## config.mk

```make
export PLATFORM = sky130hd
export DESIGN_NAME = prime_fifo
export DESIGN_NICKNAME = d
export VERILOG_FILES = /design/src/rtl/prime_fifo.sv
export SDC_FILE = /design/constraint.sdc
export NUM_CORES = 1
export LEC_CHECK = 0
export ABC_AREA = 0
export CORE_MARGIN = 3
export CORE_UTILIZATION = 59
export DETAILED_ROUTE_END_ITERATION = 8
export PLACE_DENSITY = 0.78
export SYNTH_ARGS = -nofsm -noshare
export SYNTH_HDL_FRONTEND = slang
export SYNTH_SLANG_ARGS = --single-unit
```

## constraint.sdc

```tcl
create_clock -name clk -period 6.5 [get_ports clk]
set_clock_uncertainty 0.2 [all_clocks]
set_input_delay 1.3 -clock clk [delete_from_list [all_inputs] [get_ports clk]]
set_output_delay 1.3 -clock clk [all_outputs]
set_load 0.05 [all_outputs]
```

## src/rtl/prime_fifo.sv

```systemverilog
// prime_fifo -- sequencer and output buffer downstream of primegen.
//
// Issues one generation request at a time to primegen, captures each
// completed prime into a DEPTH-entry circular FIFO, and presents the FIFO
// head on a valid/ready stream. Generator error and numeric wrap-around
// (a result not larger than the previous one) halt the sequencer; the FIFO
// keeps draining after a halt.
//
// Ports:
//   clk        clock, all logic on posedge
//   rst        synchronous active-high reset, shared with primegen
//   enable     allows new generation requests (sampled in IDLE only)
//   gen_go     request pulse to primegen.go
//   gen_ready  primegen.ready
//   gen_error  primegen.error
//   gen_res    primegen.res
//   out_valid  FIFO non-empty
//   out_ready  consumer accepts head entry
//   out_data   FIFO head entry
//   level      FIFO occupancy, 0..DEPTH
//   error      sticky: generator reported an error
//   done       sticky: generator output wrapped
module prime_fifo #(
  parameter int WIDTH = 16,
  parameter int DEPTH = 8,
  parameter int AW    = $clog2(DEPTH)
) (
  input  logic             clk,
  input  logic             rst,
  input  logic             enable,
  output logic             gen_go,
  input  logic             gen_ready,
  input  logic             gen_error,
  input  logic [WIDTH-1:0] gen_res,
  output logic             out_valid,
  input  logic             out_ready,
  output logic [WIDTH-1:0] out_data,
  output logic [AW:0]      level,
  output logic             error,
  output logic             done
);

  localparam logic [AW:0] FULL = (AW+1)'(DEPTH);

  typedef enum logic [2:0] {
    IDLE,
    ISSUE,
    WAIT_BUSY,
    WAIT_DONE,
    HALT
  } state_t;

  state_t           state;
  logic [WIDTH-1:0] last;
  logic [WIDTH-1:0] mem [DEPTH];
  logic [AW-1:0]    wr_ptr;
  logic [AW-1:0]    rd_ptr;
  logic             capture;
  logic             push;
  logic             pop;

  // A result is accepted only when it is error-free and strictly larger
  // than the previous one; anything else means the generator wrapped.
  assign capture = (state == WAIT_DONE) && gen_ready;
  assign push    = capture && !gen_error && (gen_res > last);
  assign pop     = out_valid && out_ready;

  assign out_valid = (level != '0);
  assign out_data  = mem[rd_ptr];

  // Sequencer. gen_go is registered together with the ISSUE transition so
  // it is high for exactly the cycle spent in ISSUE.
  always_ff @(posedge clk) begin
    if (rst) begin
      state  <= IDLE;
      gen_go <= 1'b0;
      error  <= 1'b0;
      done   <= 1'b0;
      last   <= WIDTH'(1);
    end else begin
      gen_go <= 1'b0;
      case (state)
        IDLE: begin
          // Only admit a request when a slot is free, so a capture never
          // meets a full FIFO.
          if (enable && gen_ready && (level < FULL)) begin
            state  <= ISSUE;
            gen_go <= 1'b1;
          end
        end
        ISSUE: begin
          state <= WAIT_BUSY;
        end
        WAIT_BUSY: begin
          if (!gen_ready) state <= WAIT_DONE;
        end
        WAIT_DONE: begin
          if (gen_ready) begin
            if (gen_error) begin
              error <= 1'b1;
              state <= HALT;
            end else if (gen_res <= last) begin
              done  <= 1'b1;
              state <= HALT;
            end else begin
              last  <= gen_res;
              state <= IDLE;
            end
          end
        end
        HALT: begin
          state <= HALT;
        end
        default: begin
          state <= IDLE;
        end
      endcase
    end
  end

  // FIFO pointers and occupancy; pointers wrap naturally at DEPTH.
  always_ff @(posedge clk) begin
    if (rst) begin
      wr_ptr <= '0;
      rd_ptr <= '0;
      level  <= '0;
    end else begin
      if (push) wr_ptr <= wr_ptr + 1'b1;
      if (pop)  rd_ptr <= rd_ptr + 1'b1;
      case ({push, pop})
        2'b10:   level <= level + 1'b1;
        2'b01:   level <= level - 1'b1;
        default: level <= level;
      endcase
    end
  end

  // Storage. Entry 0 is cleared so out_data reads 0 straight after reset.
  always_ff @(posedge clk) begin
    if (rst) begin
      mem[0] <= '0;
    end else if (push) begin
      mem[wr_ptr] <= gen_res;
    end
  end

endmodule

```

==> flow_metrics.tcl, run 1 <==
set metrics [dict create \
    rows 38 \
    preCtsSetupSlack_ps 1310 \
    die-area_mm2 0.0130 \
    status "finished, final reports clean" \
    path_clk_slew_ps 70 \
    die_w_um 114 \
    avgSynthCellArea_um2 16.0 \
    critPathCaptureType "register" \
    whs_ps 274 \
    wl_um 13800 \
    r2r-start "last[13]$_SDFFE_PP0P_" \
    ys_ff_latch 163 \
    worstPathMaxFanout 26 \
    drcViolationCount 0 \
    synth_edf_count 128 \
    finalSetupViolCount 0 \
    grt_max_degree 49 \
    grt_overflow 0 \
    clockRootBuffer "clkbuf_16" \
    hold_path.startpoint "last[15]$_SDFFE_PP0P_" \
    cts_tree "done" \
    cts_resized 0 \
    place_area_mm2 0.00756 \
    final_hold_viol_count 0 \
    synth_top_area_share_pct 55.6 \
    grt_use_met1_pct 31.3 \
    worst_slack_ps 1740 \
    p_total_mw 2.23 \
    worstPathRequired_ps 6650 \
    start_kind "input port" \
    worstHoldPathCells 2 \
    syn_area_mm2 0.00691 \
    dr.pass1.iters 5 \
    drv_cap 0 \
    dp.cells 606 \
    max_slew_margin_pct 34.3 \
    synth_top_area_cell "edfxtp_1" \
    r2r_cells 14 \
    worst_slew_pin_slew_ps 974 \
    grt_busiest_layer "met2" \
    n_antenna_cell 0 \
    min_path_type "register to register" \
    vdd_drop_max_mv 0.164 \
    area_growth_pct 18.1 \
    use_met3_pct 5.07 \
    crit_arrival_ps 4910 \
    nets 529 \
    via_per_inst 6.07 \
    synth-main-ff-cell "edfxtp_1" \
    setup.worst_path.class "input port to register" \
    finalMaxSlewViolations 0 \
    cts_buffers 17 \
    tns_ps 0 \
    htreeDepth 4 \
    ys_top_cells_by_area "edfxtp_1 56%, mux4_2 10%, dfxtp_1 10%" \
    cts_setup_buffers 0 \
    synth.most_common_cell "edfxtp_1" \
    grt_pass1_wl_um 22300 \
    initial_utilization_pct 62.1 \
    vias 3874 \
    async_flop_share_pct 0 \
    synth_commonest_cells "128 x edfxtp_1, 35 x dfxtp_1, 32 x a21oi_1, 32 x mux4_2" \
    min_to "last[15]$_SDFFE_PP0P_" \
    ys_types 44 \
    yosysWarnings 0 \
    antenna_found_initial 0 \
    drtAntennaViolNets 0 \
    fin_crit_ps 4760 \
    rsz0062_at_grt "no" \
    grt_use_total_pct 23.2 \
    gp_congestion 0.805 \
    clockBufferDepth 2 \
    reg2reg_to "level[3]$_SDFFE_PP0P_" \
    io_buffers 45 \
    netlist_instances 431 \
    fp.dieH_um 114 \
    ys_seq_area_share_pct 65.7 \
    p_per_area_mw_per_mm2 273 \
    rrSetupSlack_ps 2750 \
    ctsHoldBuffers 0 \
    core-area_mm2 0.0111 \
    fin_util_pct 73.4 \
    wire_per_inst_um 21.6 \
    synthesis.nets 475 \
    dp_hpwl_um 8140 \
    io_pins 46 \
    finalCritPeriodShare_pct 73.2 \
    cts_sinks 163 \
    fin_area_mm2 0.00816 \
    fmax_ghz 0.210 \
    drive_gt1_share_pct 25.5 \
    drt_iter0_markers 303 \
    leakagePower_nw 2.75 \
    clk_latency_ps 420 \
    stdcell_count 638 \
    grt_util_met2_pct 38.1 \
    grt_pass1_vias 4056 \
]
==> worst max path at each step <==
stage,startpoint,to,slack [ps],depth (start not counted)
global route,gen_res[11],level[3]$_SDFFE_PP0P_,1480,14
floorplan,gen_res[14],mem[0][0]$_DFFE_PP_,1520,8
CTS,gen_res[15],level[3]$_SDFFE_PP0P_,1730,14
detailed placement,gen_res[15],level[3]$_SDFFE_PP0P_,1310,14
finish,gen_res[15],level[3]$_SDFFE_PP0P_,1740,14
global placement,gen_res[15],level[3]$_SDFFE_PP0P_,1520,14
==> state kept, by name, summed over array words and instances, names as in the netlist, named ones only <==
signal,flops
mem,128
last,16
level,4
rd_ptr,3
state,3
wr_ptr,3
done,1
error,1
gen_go,1
==> critical path: stages <==
cell and delay, ps:
clkdlybuf4s50_1 460, ha_1 360, nand4_2 130, nor4_2 350, a21boi_2 260, o41a_1 250, nand2_4 270, ha_1 360
ha_1 280, a21o_1 170, a21oi_1 160, xnor2_1 90, or3_1 300, a21oi_1 160
==> placed cells by master, fill, tap and decap left out, drive strengths merged, types with 8 or more instances in the layout <==
cell / instances
a21oi: 32
buf: 14
clkbuf: 17
clkdlybuf4s50: 44
clkinv: 8
dfxtp: 35
edfxtp: 128
ha: 21
inv: 24
mux2: 16
mux4: 32
nand2: 12
nand3: 19
nor2: 13
nor3: 10
nor3b: 15
o21ai: 21
==> where the power goes <==
group / internal, mW / switching [mW] / leakage, nW / total, mW
registers: 1.11 / 0.00281 / 1.52 / 1.12
clock network: 0.608 / 0.419 / 0.297 / 1.03
logic: 0.0376 / 0.0497 / 0.932 / 0.0874
==> final cells by class <==
class | count | area (um^2)
clock inverter | 15 | 180
clock buffer | 17 | 425
fill | 726 | 2960
multi-input combinational | 224 | 2210
sequential | 163 | 4550
tap | 140 | 175
inverter | 21 | 78.8
timing repair buffer | 58 | 543
==> cells by family after synthesis <==
| group | count (synthesis) | synth area share [%] |
|---|---|---|
| buf+inv | 44 | 2.82 |
| fa+ha+maj | 22 | 4.09 |
| compound gates | 63 | 5.18 |
| mux | 50 | 13.3 |
| simple gates | 84 | 8.20 |
| flops | 163 | 65.7 |
| xor+xnor | 5 | 0.634 |
==> per-layer routing <==
layer / vias up / wire length [um] / part of all wire (%)
li1: 1776 / - / -
met1: 1968 / 5790 / 42
met2: 112 / 7110 / 52
met3: 18 / 669 / 4.9
met4: 0 / 216 / 1.6
met5: - / 0 / 0
(Power assumes the default switching activity.)
==> run 2: changes to the inputs <==
Settings changed: CORE_UTILIZATION 59 to 53, PLACE_DENSITY 0.78 to 0.74.
Clock period 6.5 ns to 3.8 ns, I/O delays scaled along.
==> run 2 against run 1 <==
Against the previous run:
- sequential share of layout area fell by 3.6 points
- final area rose by 6.8%
- non-clock buffer count rose by 40
- core utilization shrank 4.6 points
- hold slack improved by 2.2 ps
- combinational power increased by 100%
- clock power rose by 61%
- via count up 1.8%
- global-route usage is 3.2 points lower
- critical path depth is the same
- wire length is 2.7% lower
- sequential cell count stayed put
- critical endpoint unchanged
- largest cell class unchanged
==> flow_metrics.tcl, run 2 (same netlist as run 1, synthesis figures left out) <==
set metrics [dict create \
    status "finished, final reports clean" \
    drv_cap 0 \
    grt_pass1_vias 4164 \
    vdd_drop_max_mv 0.261 \
    grt_overflow 0 \
    antenna_found_initial 0 \
    clockBufferDepth 2 \
    setup.worst_path.class "input port to register" \
    grt_pass1_wl_um 21600 \
    die-area_mm2 0.0144 \
    p_total_mw 3.75 \
    cpPeakStageDelay_ps 470 \
    nets 569 \
    vias 3945 \
    top_register "mem" \
    dr.pass1.iters 5 \
    wire_per_inst_um 18.9 \
    crit_top_cell "ha_1" \
    grt_use_total_pct 20.0 \
    n_antenna_cell 0 \
    path_clk_slew_ps 60 \
    finalSetupViolCount 0 \
    mostFrequentLayoutCell "edfxtp_1" \
    crit_arrival_ps 3770 \
    cts_buffers 17 \
    fmax_ghz 0.277 \
    fp.dieH_um 120 \
    worst_slew_pin_slew_ps 590 \
    finalMaxSlewViolations 0 \
    worstPathMaxFanout 2 \
    htreeDepth 4 \
    cts_sinks 163 \
    min_path_type "register to register" \
    dp_hpwl_um 8670 \
    clockRootBuffer "clkbuf_16" \
    drt_iter0_markers 237 \
    drtAntennaViolNets 0 \
    worst_slack_ps 185 \
    cpMaxStageDelayCell "clkdlybuf4s50_1" \
    cp_top_family "compound AO/OA/AOI/OAI gates" \
    path_cells "clkdlybuf4s50_1 -> ha_4 -> nand4_1 -> nor4_4 -> a21boi_2 -> o41a_1 -> nand2_4 -> ha_1 -> ha_1 -> a21o_1 -> a21oi_2 -> xnor2_1 -> or3_1 -> a21oi_1" \
    via_per_inst 5.57 \
    p_per_area_mw_per_mm2 430 \
    leakagePower_nw 3.01 \
    drive_gt1_share_pct 31.7 \
    largest_reg_flops 128 \
    clk_latency_ps 430 \
    dp.cells 677 \
    reg_top3 "mem x128, last x16, level x4" \
    worstPathRequired_ps 3950 \
    io_buffers 45 \
    critPathBufInv 1 \
    die_w_um 120 \
    cts_tree "done" \
    initial_utilization_pct 54.5 \
    ctsHoldBuffers 0 \
    drcViolationCount 0 \
    grt_max_degree 33 \
    start_kind "input port" \
    preCtsSetupSlack_ps -413 \
    critPathCaptureType "register" \
    wl_um 13400 \
    layout_common_cells "128 x edfxtp_1, 43 x buf_4, 39 x clkdlybuf4s50_1" \
    area_growth_pct 26.1 \
    fin_crit_ps 3610 \
    gp_congestion 0.796 \
    rows 41 \
    finalCritPeriodShare_pct 95.1 \
    io_pins 46 \
    stdcell_count 708 \
    max_slew_margin_pct 60.7 \
    core-area_mm2 0.0127 \
    final_hold_viol_count 0 \
]
-- run 2: cell types whose count changed in the layout (fill, tap and decap cells not counted), sizes merged --
| cell | previous run | this run |
|---|---|---|
| buf | 14 | 54 |
| clkdlybuf4s50 | 44 | 39 |
| dlymetal6s2s | 0 | 5 |
| clkinv | 8 | 4 |
| clkinvlp | 1 | 4 |
| inv | 24 | 21 |
| clkbuf | 17 | 19 |
-- run 2: final timing paths --
path                                              end  cells after the start                   from  slack, ps
worst max register to register  level[3]$_SDFFE_PP0P_                     14  last[14]$_SDFFE_PP0P_        580
worst min-delay path            last[10]$_SDFFE_PP0P_                      2  last[10]$_SDFFE_PP0P_        280
worst min register to register  last[10]$_SDFFE_PP0P_                      2  last[10]$_SDFFE_PP0P_        280
worst max-delay path            level[3]$_SDFFE_PP0P_                     14             gen_res[9]        190
-- run 2: power breakdown --
| group | total, mW | switching, mW | internal (mW) |
|---|---|---|---|
| clock | 1.66 | 0.644 | 1.02 |
| sequential | 1.91 | 0.00454 | 1.91 |
| combinational | 0.178 | 0.0941 | 0.0838 |
| total | 3.75 | 0.743 | 3.01 |
-- run 2: metal layers --
layer	part of all wire (%)	vias to the layer above	track usage, %
met1	42	1975	25.1
met4	1.1	0	6.23
met3	4.2	12	5.00
met5	0	-	0
met2	52	99	34.4
li1	-	1859	-
-- run 2: metrics by stage --
stage	setup TNS (ps)	hold slack (ps)	util [%]	cell area [um^2]
final	0	276	68.8	8720
after global routing	-8.93	303	68.8	8720
after CTS	0	276	67.9	8610
after detailed placement	-8450	262	63.4	8030
after global placement	-1060	254	63.4	8030
after floorplan	-4830	254	-	6930
-- run 2: final cells by class --
class	count	area [um^2]
well taps	172	215
flip-flops and latches	163	4550
repair buffers	98	981
multi-input cells	224	2330
clock inverters	11	139
inverters	21	78.8
fillers	864	3950
clock buffers	19	433
-- run 2: what timing repair did --
action	in CTS	in global routing
endpoints found under the setup margin	0	1
buffers inserted	0	1
resized for setup	0	14
-- run 2: worst min-delay path, stage by stage (launching register included) --
cell and delay [ps]:
dfxtp_1 300, o21ai_0 60, a21oi_1 60
==> run 3: changes to the inputs <==
Settings changed: CORE_UTILIZATION 53 to 50, PLACE_DENSITY 0.74 to 0.7.
==> run 3 against run 2 <==
Against the previous run:
- total power fell by 2.1%
- non-clock buffer count shrank 1
- count of clock-buffer cells in the layout stayed put
- critical endpoint unchanged
==> flow_metrics.tcl, run 3 (same netlist as run 1, synthesis figures left out) <==
set metrics [dict create \
    status "finished, final reports clean" \
    nets 568 \
    preCtsSetupSlack_ps -431 \
    crit_arrival_ps 3800 \
    vias 3907 \
    grt_pass1_vias 4119 \
    regArea_mm2 0.00455 \
    crit_start "gen_res[14]" \
    wl_met3_um 559 \
    rrSetupSlack_ps 400 \
    fmax_ghz 0.273 \
    clockRootBuffer "clkbuf_16" \
    met2WireLength_um 6710 \
    reg_top3 "mem x128, last x16, level x4" \
    finalCritPeriodShare_pct 96.4 \
    start_kind "input port" \
    core-area_mm2 0.0134 \
    setup.worst_path.class "input port to register" \
    clk_latency_ps 410 \
    layout_common_cells "128 x edfxtp_1, 46 x buf_4, 39 x clkdlybuf4s50_1" \
    reg2reg_to "level[3]$_SDFFE_PP0P_" \
    path_clk_slew_ps 60 \
    r2r-start "last[10]$_SDFFE_PP0P_" \
    topRoutingLayerUsed "met4" \
    crit_cells 14 \
    max_slew_margin_pct 60.8 \
    io_pins 46 \
    path_cells "clkdlybuf4s50_1 -> ha_1 -> nand4_2 -> buf_4 -> nor3_2 -> o41a_1 -> nand2_4 -> ha_4 -> ha_1 -> a21o_1 -> a21oi_2 -> xnor2_2 -> or3_4 -> a21oi_2" \
    drcViolationCount 0 \
    wire_per_inst_um 18.6 \
    cts_buffers 17 \
    grt_max_degree 41 \
    p_total_mw 3.67 \
    area_growth_pct 25.1 \
    fin_crit_ps 3660 \
    io_buffers 45 \
    cts_tree "done" \
    leakagePower_nw 2.99 \
    fin_util_pct 64.5 \
    grt_use_total_pct 19.2 \
    cp_top_family "simple AND/OR/NAND/NOR gates" \
    antenna_found_initial 0 \
    drt_iter0_markers 274 \
    dp_hpwl_um 8470 \
    via_per_inst 5.49 \
    n_antenna_cell 0 \
    worst_slew_pin_slew_ps 585 \
    drv_cap 0 \
    die-area_mm2 0.0153 \
    gp_congestion 0.799 \
    fillCellCount 962 \
    drive_gt1_share_pct 31.7 \
    min_path_type "register to register" \
    largest_reg_flops 128 \
    fp.dieH_um 124 \
    worstPathRequired_ps 3940 \
    die_w_um 124 \
    top_register "mem" \
    cpMaxStageDelayCell "clkdlybuf4s50_1" \
    grt_pass1_wl_um 21600 \
    cpPeakStageDelay_ps 440 \
    rows 42 \
    p_per_area_mw_per_mm2 425 \
    multi_input_area_mm2 0.00233 \
    wl_um 13200 \
    rsz0062_at_grt "no" \
    critPathBufInv 2 \
    wl_met1_um 5860 \
    drtAntennaViolNets 0 \
    vdd_drop_max_mv 0.262 \
    final_hold_viol_count 0 \
    finalSetupViolCount 0 \
    grt_overflow 0 \
    worst_slack_ps 135 \
    r2r_cells 14 \
    mostFrequentLayoutCell "edfxtp_1" \
    dr.pass1.iters 4 \
    critPathCaptureType "register" \
    finalMaxSlewViolations 0 \
    htreeDepth 4 \
    cp-endpoint "level[3]$_SDFFE_PP0P_" \
    worstPathMaxFanout 2 \
    clockBufferDepth 2 \
    initial_utilization_pct 51.6 \
    cts_sinks 163 \
]
==> run 3: cell type report <==
class | instances | area share, %
flip-flops and latches | 163 | 52.6
multi-input cells | 224 | 26.9
repair buffers | 97 | 10.7
clock buffers | 19 | 5.01
well taps | 176 | 2.55
clock inverters | 12 | 1.33
inverters | 21 | 0.912
==> run 3: power breakdown <==
group / internal (mW) / total [mW] / switching [mW]
logic: 0.0824 / 0.175 / 0.0930
registers: 1.91 / 1.91 / 0.00398
clock network: 0.953 / 1.59 / 0.635
==> run 3: timing repair <==
action,in CTS,in global routing
resized for setup,0,17
pin swaps,1,10
cloned,0,0
buffers inserted,0,1
hold buffers,0,0
endpoints found under the setup margin,1,1
==> run 3: worst min path at each step <==
| stage | from | end | cells past startpoint |
|---|---|---|---|
| after global placement | error$_SDFFE_PP0P_ | error$_SDFFE_PP0P_ | 2 |
| after global routing | last[15]$_SDFFE_PP0P_ | last[15]$_SDFFE_PP0P_ | 2 |
| after floorplan | last[10]$_SDFFE_PP0P_ | last[10]$_SDFFE_PP0P_ | 2 |
| after CTS | last[6]$_SDFFE_PP0P_ | last[6]$_SDFFE_PP0P_ | 2 |
| final | error$_SDFFE_PP0P_ | error$_SDFFE_PP0P_ | 2 |
| after detailed placement | error$_SDFFE_PP0P_ | error$_SDFFE_PP0P_ | 2 |
==> run 3: per-stage QoR <==
stage          TNS (ps)  cells  cell area [um^2]  hold slack [ps]
2_1_floorplan     -4830    431              6930              254
3_3_place_gp      -2640    680              7980              251
3_5_place_dp     -11640    680              7980              262
4_1_cts               0    711              8530              277
5_1_grt               0    712              8650              306
6_report              0    712              8650              276
==> run 3: worst register-to-register path, cell delays in order (launching register included) <==
cell	delay [ps]
dfxtp_1	330
inv_1	40
ha_1	280
nand4_1	220
nor4_4	360
a21boi_2	210
o41a_1	220
nand2_4	80
ha_4	170
ha_1	260
a21o_1	180
a21oi_2	160
xnor2_2	100
or3_4	380
a21oi_2	140
==> run 3: metal layers <==
layer | up-vias | track usage (%)
met3 | 9 | 4.36
met2 | 94 | 32.1
li1 | 1860 | -
met1 | 1944 | 25.3
met4 | 0 | 6.16
met5 | - | 0
